$ cat config.mk
export PLATFORM = sky130hd
export DESIGN_NAME = clk_div_gate_ctrl
export DESIGN_NICKNAME = d
export VERILOG_FILES = /design/src/rtl/clk_div_pkg.sv /design/src/rtl/clk_div_gate_ctrl.sv
export SDC_FILE = /design/constraint.sdc
export NUM_CORES = 1
export LEC_CHECK = 0
export ABC_AREA = 1
export BUFFER_PORTS_ARGS = -buffer_cell sky130_fd_sc_hd__buf_2
export CELL_PAD_IN_SITES_DETAIL_PLACEMENT = 1
export CELL_PAD_IN_SITES_GLOBAL_PLACEMENT = 1
export CORE_MARGIN = 10
export CORE_UTILIZATION = 42
export DETAILED_ROUTE_END_ITERATION = 10
export GPL_TIMING_DRIVEN = 0
export PLACE_DENSITY_LB_ADDON = 0.1
export REMOVE_ABC_BUFFERS = 1
export SLEW_MARGIN = 20
export SYNTH_ARGS = -nofsm -noshare
export SYNTH_HDL_FRONTEND = slang
export SYNTH_SLANG_ARGS = --single-unit
$ cat constraint.sdc
create_clock -name refclk -period 2.05 [get_ports refclk]
set_input_delay 0.205 -clock refclk [delete_from_list [all_inputs] [get_ports refclk]]
set_output_delay 0.205 -clock refclk [all_outputs]
set_load 0.02 [all_outputs]
$ cat src/rtl/clk_div_pkg.sv
// Shared types and width helpers for the divided-clock gate controller.
package clk_div_pkg;

    typedef enum logic [1:0] {
        RUNNING  = 2'd0,
        STOPPING = 2'd1,
        OFF      = 2'd2,
        STARTING = 2'd3
    } clk_div_state_e;

    // Low-run counter must be able to hold DIV/2+1 without wrapping.
    function automatic int low_cnt_width(input int div);
        return $clog2(div) + 1;
    endfunction

    function automatic int tmo_cnt_width(input int div, input int mult);
        return $clog2(mult * div) + 1;
    endfunction

endpackage

$ cat src/rtl/clk_div_gate_ctrl.sv
// Drives divclk_sel of a power-of-2 divider and confirms, from the divider MSB,
// that the divided clock has really started or parked low.
module clk_div_gate_ctrl
    import clk_div_pkg::*;
#(
    parameter int DIV      = 64,
    parameter int TMO_MULT = 3
) (
    input  logic refclk,
    input  logic rstn,
    input  logic req_valid,
    input  logic req_on,
    output logic req_ready,
    output logic divclk_sel,
    input  logic div_msb,
    output logic done,
    output logic running,
    output logic busy,
    output logic err
);

    localparam int LOW_W = low_cnt_width(DIV);
    localparam int TMO_W = tmo_cnt_width(DIV, TMO_MULT);
    // Last counter values before the low-run / timeout limits are reached.
    localparam logic [LOW_W-1:0] LOW_LAST = LOW_W'(DIV / 2);
    localparam logic [TMO_W-1:0] TMO_LAST = TMO_W'(TMO_MULT * DIV - 1);

    if (DIV < 4 || (DIV & (DIV - 1)) != 0) begin : g_bad_div
        $fatal(1, "clk_div_gate_ctrl: DIV must be a power of 2 and at least 4");
    end

    clk_div_state_e   r_state;
    clk_div_state_e   w_next_state;
    logic             r_msb_q;
    logic [LOW_W-1:0] r_low_cnt;
    logic [TMO_W-1:0] r_tmo_cnt;
    logic             r_done;
    logic             r_running;
    logic             r_err;
    logic             r_ack_pend;

    logic w_accept;
    logic w_redundant;
    logic w_rise;
    logic w_low_hit;
    logic w_tmo_hit;
    logic w_complete;
    logic w_finish;

    assign w_accept    = req_valid & req_ready;
    assign w_redundant = w_accept & (req_on == (r_state == RUNNING));
    assign w_rise      = div_msb & ~r_msb_q;
    // Low for DIV/2+1 cycles is longer than any half-period of a running divider.
    assign w_low_hit   = (r_state == STOPPING) & ~r_msb_q & (r_low_cnt == LOW_LAST);
    assign w_tmo_hit   = busy & (r_tmo_cnt == TMO_LAST);
    assign w_complete  = w_low_hit | ((r_state == STARTING) & w_rise);
    assign w_finish    = busy & (w_complete | w_tmo_hit);

    // NOTE: sequential state uses non-blocking assignments so every flop samples pre-edge values.
    always_ff @(posedge refclk) begin
        if (!rstn) begin
            r_state <= RUNNING;
        end else begin
            r_state <= w_next_state;
        end
    end

    // NOTE: default first so no path through the case leaves w_next_state unassigned (no latch).
    always_comb begin
        w_next_state = r_state;
        unique case (r_state)
            RUNNING:  if (w_accept && !req_on)      w_next_state = STOPPING;
            STOPPING: if (w_low_hit || w_tmo_hit)   w_next_state = OFF;
            OFF:      if (w_accept && req_on)       w_next_state = STARTING;
            STARTING: if (w_rise || w_tmo_hit)      w_next_state = RUNNING;
            default:                                w_next_state = RUNNING;
        endcase
    end

    always_comb begin
        divclk_sel = 1'b0;
        req_ready  = 1'b0;
        busy       = 1'b0;
        unique case (r_state)
            RUNNING: begin
                divclk_sel = 1'b1;
                req_ready  = 1'b1;
            end
            STOPPING: begin
                busy = 1'b1;
            end
            OFF: begin
                req_ready = 1'b1;
            end
            STARTING: begin
                divclk_sel = 1'b1;
                busy       = 1'b1;
            end
            default: begin
                divclk_sel = 1'b1;
            end
        endcase
    end

    always_ff @(posedge refclk) begin
        if (!rstn) begin
            r_msb_q    <= 1'b0;
            r_low_cnt  <= '0;
            r_tmo_cnt  <= '0;
            r_done     <= 1'b0;
            r_running  <= 1'b1;
            r_err      <= 1'b0;
            r_ack_pend <= 1'b0;
        end else begin
            r_msb_q    <= div_msb;
            // A request for the current state is acknowledged one cycle after acceptance.
            r_ack_pend <= w_redundant;
            r_done     <= r_ack_pend | w_finish;

            if (w_accept) begin
                r_low_cnt <= '0;
                r_tmo_cnt <= '0;
                r_err     <= 1'b0;
            end else if (busy) begin
                if (r_tmo_cnt != '1) begin
                    r_tmo_cnt <= r_tmo_cnt + TMO_W'(1);
                end
                if (r_msb_q) begin
                    r_low_cnt <= '0;
                end else if (r_low_cnt != '1) begin
                    r_low_cnt <= r_low_cnt + LOW_W'(1);
                end
            end

            if (w_finish) begin
                r_running <= (r_state == STARTING);
                if (!w_complete) begin
                    r_err <= 1'b1;
                end
            end
        end
    end

    assign done    = r_done;
    assign running = r_running;
    assign err     = r_err;

endmodule

==> results of run 1 <==
-- final cells by class --
cell class | count | area [um2]
clock buffers | 4 | 26.3
fillers | 374 | 1430
inverters | 31 | 116
multi-input cells | 115 | 681
flip-flops and latches | 23 | 460
well taps | 31 | 38.8
repair buffers | 10 | 50.0
-- final timing paths --
check | from | to | slack, ps | depth (start not counted)
worst max-delay path | r_tmo_cnt[1] | r_tmo_cnt[4] | 300 | 9
worst min-delay path | div_msb | r_msb_q | 80 | 3
worst max register to register | r_tmo_cnt[1] | r_tmo_cnt[4] | 300 | 9
worst min register to register | r_ack_pend | done | 480 | 2
-- layer usage --
layer | part of all wire, % | wire length (um) | GRT usage (%) | vias up
met1 | 48 | 1330 | 13.5 | 511
met2 | 48 | 1340 | 19.0 | 11
met5 | 0 | 0 | 0 | -
met4 | 0.76 | 21 | 3.78 | 0
li1 | - | - | - | 575
met3 | 3.2 | 89 | 2.23 | 2
-- power groups by stage --
stage / sequential, mW / clock (mW) / combinational, mW
floorplan: 0.531 / 0 / 0.394
global placement: 0.529 / 0 / 0.511
detailed placement: 0.533 / 0 / 0.533
CTS: 0.522 / 0.225 / 0.535
global route: 0.528 / 0.245 / 0.605
finish: 0.521 / 0.214 / 0.526
-- critical path: cells and delay by family (launching register included) --
kind / cells / cell delay [ps]
compound gates: 1 / 140
fa+ha+maj: 2 / 450
simple gates: 5 / 530
buf+inv: 1 / 140
flops: 1 / 370
-- per-stage QoR --
step | total power, mW | hold slack [ps] | utilization [%]
2_1_floorplan | 0.924 | 289 | -
3_3_place_gp | 1.04 | 404 | 48.0
3_5_place_dp | 1.07 | 411 | 48.0
4_1_cts | 1.28 | 73.1 | 48.9
5_1_grt | 1.38 | 85.9 | 48.9
6_report | 1.26 | 81.7 | 48.9
-- Yosys cell counts --
cell type / n / area share, %
nand2_1: 31 / 9.3
inv_1: 29 / 8.7
dfxtp_1: 23 / 37
a21oi_1: 17 / 6.8
nor2_1: 12 / 3.6
nand3_1: 11 / 4.4
ha_1: 9 / 9.0
o21ai_0: 6 / 2.4
nor2_4: 4 / 3.6
nor3_1: 3 / 1.2
nor4_1: 3 / 1.5
inv_2: 2 / 0.60
nand3_2: 2 / 1.6
o21ai_1: 2 / 0.80
xor2_1: 2 / 1.4
a211oi_1: 1 / 0.60
a21boi_0: 1 / 0.60
a22o_1: 1 / 0.70
a22oi_1: 1 / 0.60
nand2_2: 1 / 0.50
nand2_4: 1 / 0.90
nand4_1: 1 / 0.50
nor2_2: 1 / 0.50
nor3_2: 1 / 0.80
nor3_4: 1 / 1.3
nor3b_1: 1 / 0.60
o21a_2: 1 / 0.70
or2_2: 1 / 0.50
-- cell families (layout without fill, tap and decap cells) --
logic type                 Yosys count  after routing  synth area share (%)
buffers and inverters               31             45                  9.25
adders and majority gates            9              9                  8.96
xor gates and xnor gates             2              2                  1.39
DFF                                 23             23                  36.6
and+or+nand+nor                     74             74                  30.6
AOI/OAI and AO/OA                   30             30                  13.1
-- registers in the layout, summed over array words and instances, names as in the netlist --
signal and count:
r_tmo_cnt 9, r_ack_pend 1, done 1, running 1
r_msb_q 1, r_state 2, r_low_cnt 7, err 1
==> results.ini, run 1 <==
[timing]
setup_viol = 0
fin_setup_tns_ps = 0
drv_slew = 0
hold_viol_final = 0
rsz0062_at_grt = false
worst-slew-pin-transition_ps = 298
max_slew_margin_pct = 80.1
skew_ps = 2.15
fmax_mhz = 571
period_minus_slack_ps = 1750
setup_ws_ps = 299
period_share_pct = 85.4

[power]
ir_drop_v = 0.000484
clkPwrFrac_pct = 17.0
power.switching_mw = 0.525
intPower_mw = 0.737
power_density_nw_per_um2 = 919
seqPwrFrac_pct = 41.3
power_frac_comb_pct = 41.7
cellLeakagePower_nw = 0.591
switching_share_pct = 41.6

[grt]
antenna_found_initial = 0
grt_max_degree = 13
grt_overflow_total = 0
grt_usage_pct = 11.1
first_global_vias = 1138
grt_pass1_wl_um = 4960

[placed_design]
numPortBuffers = 10
placedCellCount = 210
dpl_cell_area_um2 = 1350
place_congestion = 0.821
dp_hpwl_um = 2270
dp_slack_ps = 294

[floorplanning]
die_w_um = 74.7
initial_core_util_pct = 44.8
row_count = 19
die_y_um = 74.7
die_area_um2 = 5580
io_pins = 11
core_area_um2 = 2810

[clocking]
clock_latency_ps = 310
ctsResizeCount = 0
post_cts.repair.setup_buffers = 0
clockBufferDepth = 2
cts_tree = built
cts_buffers = 3
clock-root-buffer = clkbuf_4
cts_hold_buf = 0
clkTransAtPathRegs_ps = 130
cts_sinks = 23
htreeDepth = 1

[worst_setup_path]
cp_common_cell = ha_1
cpPeakStageDelay_ps = 370
end_kind = flip-flop
path_max_fanout = 8
cp-start-kind = flip-flop
required_ps = 2260
path_cells = ha_1, nand3_1, nor4_1, ha_1, nor2_4, inv_2, nor3_4, a21oi_1, nor3_1
critPathKind = reg -> reg
slowest_stage = dfxtp_1
cp_data_arrival_time_ps = 1960

[drt]
dr.pass1.iters = 4
routed_wl_um = 2780
vias = 1099
postRouteAntennaNets = 0
drc_errors = 0
initialDrtViolationCount = 33
viasPerCell = 5.14
wl_per_cell_um = 13.0

[job]
maxCapViolations = 0

[logic_synthesis]
synth_cells = 169
yosys_warnings = 0
synth_seq_cells = 23
synth_cell_type_count = 28
syn_avg_cell_area_um2 = 7.44
synth-seq-area-share_pct = 36.6
synth_area_um2 = 1260

[layout]
final_cells = 214
final_cell_mix = 31 x nand2_1, 29 x inv_1, 23 x dfxtp_1
syn2layout_area_growth_pct = 9.15
final_common_cell = nand2_1
fin_area_um2 = 1370
nNetsFinal = 198
drive_above_1_share_pct = 15.3
n_antenna_cell = 0

[status]
status = finished clean

[min_path]
hold_path.class = in -> reg

Note: power is estimated with default switching activity, not from simulation.
==> inputs of run 2 (changes only) <==
--- a/config.mk
+++ b/config.mk
@@ -5,12 +5,11 @@
 export SDC_FILE = /design/constraint.sdc
 export NUM_CORES = 1
 export LEC_CHECK = 0
-export ABC_AREA = 1
 export BUFFER_PORTS_ARGS = -buffer_cell sky130_fd_sc_hd__buf_2
 export CELL_PAD_IN_SITES_DETAIL_PLACEMENT = 1
 export CELL_PAD_IN_SITES_GLOBAL_PLACEMENT = 1
 export CORE_MARGIN = 10
-export CORE_UTILIZATION = 42
+export CORE_UTILIZATION = 43
 export DETAILED_ROUTE_END_ITERATION = 10
 export GPL_TIMING_DRIVEN = 0
 export PLACE_DENSITY_LB_ADDON = 0.1
==> run 2 against run 1 <==
  * Clock-buffer cell count is 1 lower
  * Worst setup slack worse by 160 ps
  * Largest cell class unchanged
  * Clock power is 3% lower
  * Critical endpoint is now busy
  * Via count is 13% lower
==> results.ini, run 2 <==
[logic_synthesis]
synth_cells = 135
synth_area_leaders = dfxtp_1 39%, ha_1 9.5%, nor2_1 5.7%, nand2_1 4.4%, xnor2_1 4.4%
synth_seq_cells = 23
synth-edff-count = 0
synth_top_area_cell = dfxtp_1
synth_area_um2 = 1180
yosys_warnings = 0
synth-seq-area-share_pct = 38.9
synth_cell_type_count = 39
synthMuxAreaShare_pct = 0.846
synth_top_family_by_area = simple AND/OR/NAND/NOR gates
syn_avg_cell_area_um2 = 8.77
yosys.area_share.adder_pct = 9.51
yosys-top-cells-count = 23 x dfxtp_1, 18 x nor2_1, 14 x nand2_1
synth_top_cell_area_share_pct = 38.9
synth_xor_area_share_pct = 8.14
synthFlopType = dfxtp_1
synth-simple-area-share_pct = 24.6
synthArstFlopShare_pct = 0
synth.most_common_cell = dfxtp_1
synth-compound-area-share_pct = 13.8

[timing]
skew_ps = 1.75
max_slew_margin_pct = 65.8
worst-slew-pin-transition_ps = 510
hold_viol_final = 0
setup_viol = 0
drv_slew = 0
setup_ws_ps = 139
fin_setup_tns_ps = 0
period_share_pct = 93.2
fmax_mhz = 523
period_minus_slack_ps = 1910

[power]
seqPwrFrac_pct = 40.3
switching_share_pct = 40.6
intPower_mw = 0.766
power.switching_mw = 0.524
power_density_nw_per_um2 = 978
cellLeakagePower_nw = 0.506
power_frac_comb_pct = 43.6
ir_drop_v = 0.000531
clkPwrFrac_pct = 16.1

[worst_setup_path]
path_max_fanout = 7
cpPeakStageDelay_ps = 390
cp_data_arrival_time_ps = 1710
required_ps = 1850
crit_start = r_state[1]
cp_common_cell = inv_1
r2r_slack_ps = 140
end_kind = output port
cp-start-kind = flip-flop
worstReg2RegStart = r_tmo_cnt[3]
reg2reg_depth = 8
path_cells = inv_1, ha_1, nor2_2, inv_1, buf_2
critPathKind = reg -> out
slowest_stage = dfxtp_1

[layout]
final_common_cell = dfxtp_1
syn2layout_area_growth_pct = 11.4
n_fill_cell = 315
reg.largest.list = r_tmo_cnt x9, r_low_cnt x7, r_state x2
n_antenna_cell = 0
largest_reg_flops = 9
nNetsFinal = 162
top_register = r_tmo_cnt
final_util_pct = 51.8
drive_above_1_share_pct = 21.8
final_cell_mix = 21 x dfxtp_1, 18 x nor2_1, 14 x nand2_1

[grt]
grt.met2_usage_pct = 18.0
grt_max_degree = 14
grt_overflow_total = 0
grt_pass1_wl_um = 4400
first_global_vias = 970
grt.met3_usage_pct = 2.04
busiest_layer = met2
grt_usage_pct = 9.90
antenna_found_initial = 0
gr-usage-met1_pct = 11.4

[drt]
vias = 959
initialDrtViolationCount = 20
wl_per_cell_um = 14.5
drc_errors = 0
dr.pass1.iters = 4
postRouteAntennaNets = 0
routed_wl_um = 2560
viasPerCell = 5.42

[placed_design]
place_congestion = 0.752
dp_hpwl_um = 1920
dp_slack_ps = -7.33
numPortBuffers = 10

[floorplanning]
io_pins = 11
core_area_um2 = 2540
die_y_um = 72.5
row_count = 18
initial_core_util_pct = 46.5
die_w_um = 72.5
die_area_um2 = 5250

[clocking]
post_cts.repair.setup_buffers = 0
clkTransAtPathRegs_ps = 120
htreeDepth = 1
clockBufferDepth = 2
cts_tree = built
cts_buffers = 3
cts_sinks = 23
clock_latency_ps = 310
clock-root-buffer = clkbuf_4

[min_path]
hold_depth = 2
worstHoldStart = div_msb
hold_path.class = in -> reg

[status]
status = finished clean

[job]
maxCapViolations = 0

## run 2: cell types whose count changed after synthesis, moves of 4 or more
cell | previous run | this run
nand2_1 | 31 | 14
inv_1 | 29 | 9
nor2_4 | 4 | 0
a21oi_1 | 17 | 6
nor2_1 | 12 | 18
nand3_1 | 11 | 7
xnor2_1 | 0 | 6
## run 2: final cells by class
cell class	count	area [um2]	share of cell area [%]
inverters	9	33.8	2.56
flip-flops and latches	23	463	35.1
clock inverters	1	5.00	0.380
clock buffers	3	22.5	1.71
well taps	30	37.5	2.85
repair buffers	10	50.0	3.80
multi-input cells	101	707	53.6
## run 2: timing repair
action	4_1_cts	5_1_grt
hold buffers	0	0
setup endpoints to repair	2	4
resized for setup	2	8
endpoints found under the hold margin	0	0
## run 2: cell families after synthesis
logic type,after synthesis
AO/OA/AOI/OAI,23
XOR/XNOR,11
adder cells (fa/ha/maj),9
buffers and inverters,11
flip-flops,23
multiplexers,1
AND/OR/NAND/NOR,57
## run 2: critical path, delay by kind of cell (launching register included)
| kind | cells | cell delay (ps) |
|---|---|---|
| adder cells (fa/ha/maj) | 1 | 260 |
| buffers and inverters | 3 | 410 |
| flip-flops | 1 | 390 |
| AND/OR/NAND/NOR | 1 | 330 |
## run 2: final timing paths
| kind | endpoint |
|---|---|
| max | busy |
| min | r_msb_q |
| max reg2reg | r_tmo_cnt[7] |
| min reg2reg | done |
## run 2: power by group through the flow
stage	combinational, mW	clock (mW)	sequential (mW)
floorplan	0.407	0	0.522
global placement	0.531	0	0.524
detailed placement	0.552	0	0.528
CTS	0.556	0.228	0.519
global route	0.650	0.237	0.527
finish	0.562	0.208	0.520
## run 2: stage by stage
| stage | hold slack [ps] | total power, mW | cell area (um2) | instances |
|---|---|---|---|---|
| floorplan | 267 | 0.929 | 1170 | 133 |
| global placement | 420 | 1.06 | 1260 | 173 |
| detailed placement | 428 | 1.08 | 1260 | 173 |
| CTS | 86.1 | 1.30 | 1290 | 177 |
| global route | 113 | 1.41 | 1320 | 177 |
| finish | 101 | 1.29 | 1320 | 177 |
## run 2: layer usage
metal  vias up  routed length, um
met5         -                  0
met4         0                 13
met3         2                 36
met2         5               1390
met1       464               1130
li1        488                  -
==> inputs of run 3 (changes only) <==
--- a/config.mk
+++ b/config.mk
@@ -9,7 +9,7 @@
 export CELL_PAD_IN_SITES_DETAIL_PLACEMENT = 1
 export CELL_PAD_IN_SITES_GLOBAL_PLACEMENT = 1
 export CORE_MARGIN = 10
-export CORE_UTILIZATION = 43
+export CORE_UTILIZATION = 39
 export DETAILED_ROUTE_END_ITERATION = 10
 export GPL_TIMING_DRIVEN = 0
 export PLACE_DENSITY_LB_ADDON = 0.1
==> constraint.sdc (replaced) <==
create_clock -name refclk -period 1.62 [get_ports refclk]
set_input_delay 0.162 -clock refclk [delete_from_list [all_inputs] [get_ports refclk]]
set_output_delay 0.162 -clock refclk [all_outputs]
set_load 0.02 [all_outputs]
==> run 3 against run 2 <==
  * The flow now finishes with violations (negative setup slack)
  * Worst setup slack lost 240 ps
  * Hold slack lost 24 ps
  * Via count grew 5.9%
  * Sequential share of layout area shrank 5.2 points
  * Clock-buffer cell count is the same
  * Sequential cell count is the same
  * Utilization grew 5.1 points
  * Cell count grew 8.5%
  * Sequential power grew 32%
  * Clock skew grew 2.8 ps
  * Critical endpoint is now r_tmo_cnt[7]
  * Largest power group unchanged
==> results.ini, run 3 (same netlist as run 2, synthesis figures left out) <==
[worst_setup_path]
reg2reg_depth = 9
cp_data_arrival_time_ps = 1930
path_max_fanout = 3
r2r_slack_ps = -100
cp-start-kind = flip-flop
cp-endpoint = r_tmo_cnt[7]
reg2reg_to = r_tmo_cnt[7]
end_kind = flip-flop
required_ps = 1830
critPathKind = reg -> reg
crit_start = r_tmo_cnt[1]
worstReg2RegStart = r_tmo_cnt[1]

[timing]
rsz0062_at_grt = true
max_slew_margin_pct = 78.0
skew_ps = 4.53
setup_viol = 7
hold_viol_final = 0
setup_ws_ps = -98.6
drv_slew = 0
worst-slew-pin-transition_ps = 330
whs_ps = 76.6
period_share_pct = 106
period_minus_slack_ps = 1720
fmax_mhz = 582

[drt]
drc_errors = 0
viasPerCell = 5.29
vias = 1016
dr.pass1.iters = 4
routed_wl_um = 2840
initialDrtViolationCount = 28
wl_per_cell_um = 14.8
postRouteAntennaNets = 0

[clocking]
cts_sinks = 23
htreeDepth = 1
clkTransAtPathRegs_ps = 130
clock_latency_ps = 300
cts_tree = built
clock-root-buffer = clkbuf_4
cts_hold_buf = 0
cts_buffers = 3
clockBufferDepth = 2

[layout]
final_cell_mix = 18 x nor2_1, 12 x dfxtp_1, 11 x nand2_1, 11 x buf_4, 10 x buf_2
final_cells = 192
fin_area_um2 = 1610
syn2layout_area_growth_pct = 36.0
final_common_cell = nor2_1
reg.largest.list = r_tmo_cnt x9, r_low_cnt x7, r_state x2
n_fill_cell = 328
nNetsFinal = 176
n_antenna_cell = 0
drive_above_1_share_pct = 44.1
top_register = r_tmo_cnt
largest_reg_flops = 9

[min_path]
hold_path.class = in -> reg
hold_depth = 2

[floorplanning]
core_area_um2 = 2830
die_area_um2 = 5640
die_w_um = 75.1
io_pins = 11
row_count = 19
die_y_um = 75.1
initial_core_util_pct = 41.8

[power]
ir_drop_v = 0.000761
power_density_nw_per_um2 = 1230
cellLeakagePower_nw = 0.622

[job]
maxCapViolations = 0

[placed_design]
dp_slack_ps = -458
place_congestion = 0.752
dp_hpwl_um = 1870
numPortBuffers = 10
placedCellCount = 174
dpl_cell_area_um2 = 1260

[grt]
antenna_found_initial = 0
grt_max_degree = 14
grt_pass1_wl_um = 4930
grt_overflow_total = 0
grt_usage_pct = 11.0
first_global_vias = 1084

[status]
violations = negative setup slack
status = finished, violations left

==> run 3: how the worst min path moves through the flow <==
stage,start,to,slack (ps)
floorplan,rstn,running,220
global placement,div_msb,r_msb_q,380
detailed placement,div_msb,r_msb_q,390
CTS,div_msb,r_msb_q,60
global route,div_msb,r_msb_q,60
finish,div_msb,r_msb_q,80
==> run 3: routing by layer <==
metal  global-route usage, %  share of wire (%)
met5                       0                  0
met4                    3.78               0.74
met3                    1.84                2.0
met2                    20.8                 54
met1                    12.1                 43
==> run 3: repair_timing <==
| action | in CTS | in global routing |
|---|---|---|
| gates resized for setup | 37 | 15 |
| setup buffers | 8 | 6 |
| setup endpoints to repair | 20 | 21 |
| pin swaps | 14 | 10 |
==> run 3: metrics by stage <==
stage / utilization [%] / TNS, ps / total power, mW
finish: 56.9 / -231 / 1.98
global route: 56.9 / -1270 / 2.15
CTS: 52.7 / -412 / 1.87
detailed placement: 44.4 / -2800 / 1.36
global placement: 44.4 / -2200 / 1.34
floorplan: - / -481 / 1.18
==> run 3: area by class of cell <==
cell class / instances / area (um2) / share of cell area [%]
multi-input cells: 101 / 851 / 52.8
clock inverters: 1 / 5.00 / 0.311
well taps: 31 / 38.8 / 2.41
inverters: 9 / 36.3 / 2.25
repair buffers: 24 / 175 / 10.9
flip-flops and latches: 23 / 482 / 29.9
clock buffers: 3 / 22.5 / 1.40
==> run 3: power breakdown <==
part           internal [mW]  switching, mW
Combinational          0.478          0.556
Sequential             0.631         0.0537
Clock                 0.0920          0.172
==> run 3: worst max-delay path, stage by stage, from the launching register on <==
cell and delay (ps):
dfxtp_2 360, ha_4 170, nand3_4 100, nor3_4 40, ha_2 180, o21ba_4 240, and4_4 250, nand3_2 80
xor2_1 150, nor2_1 60
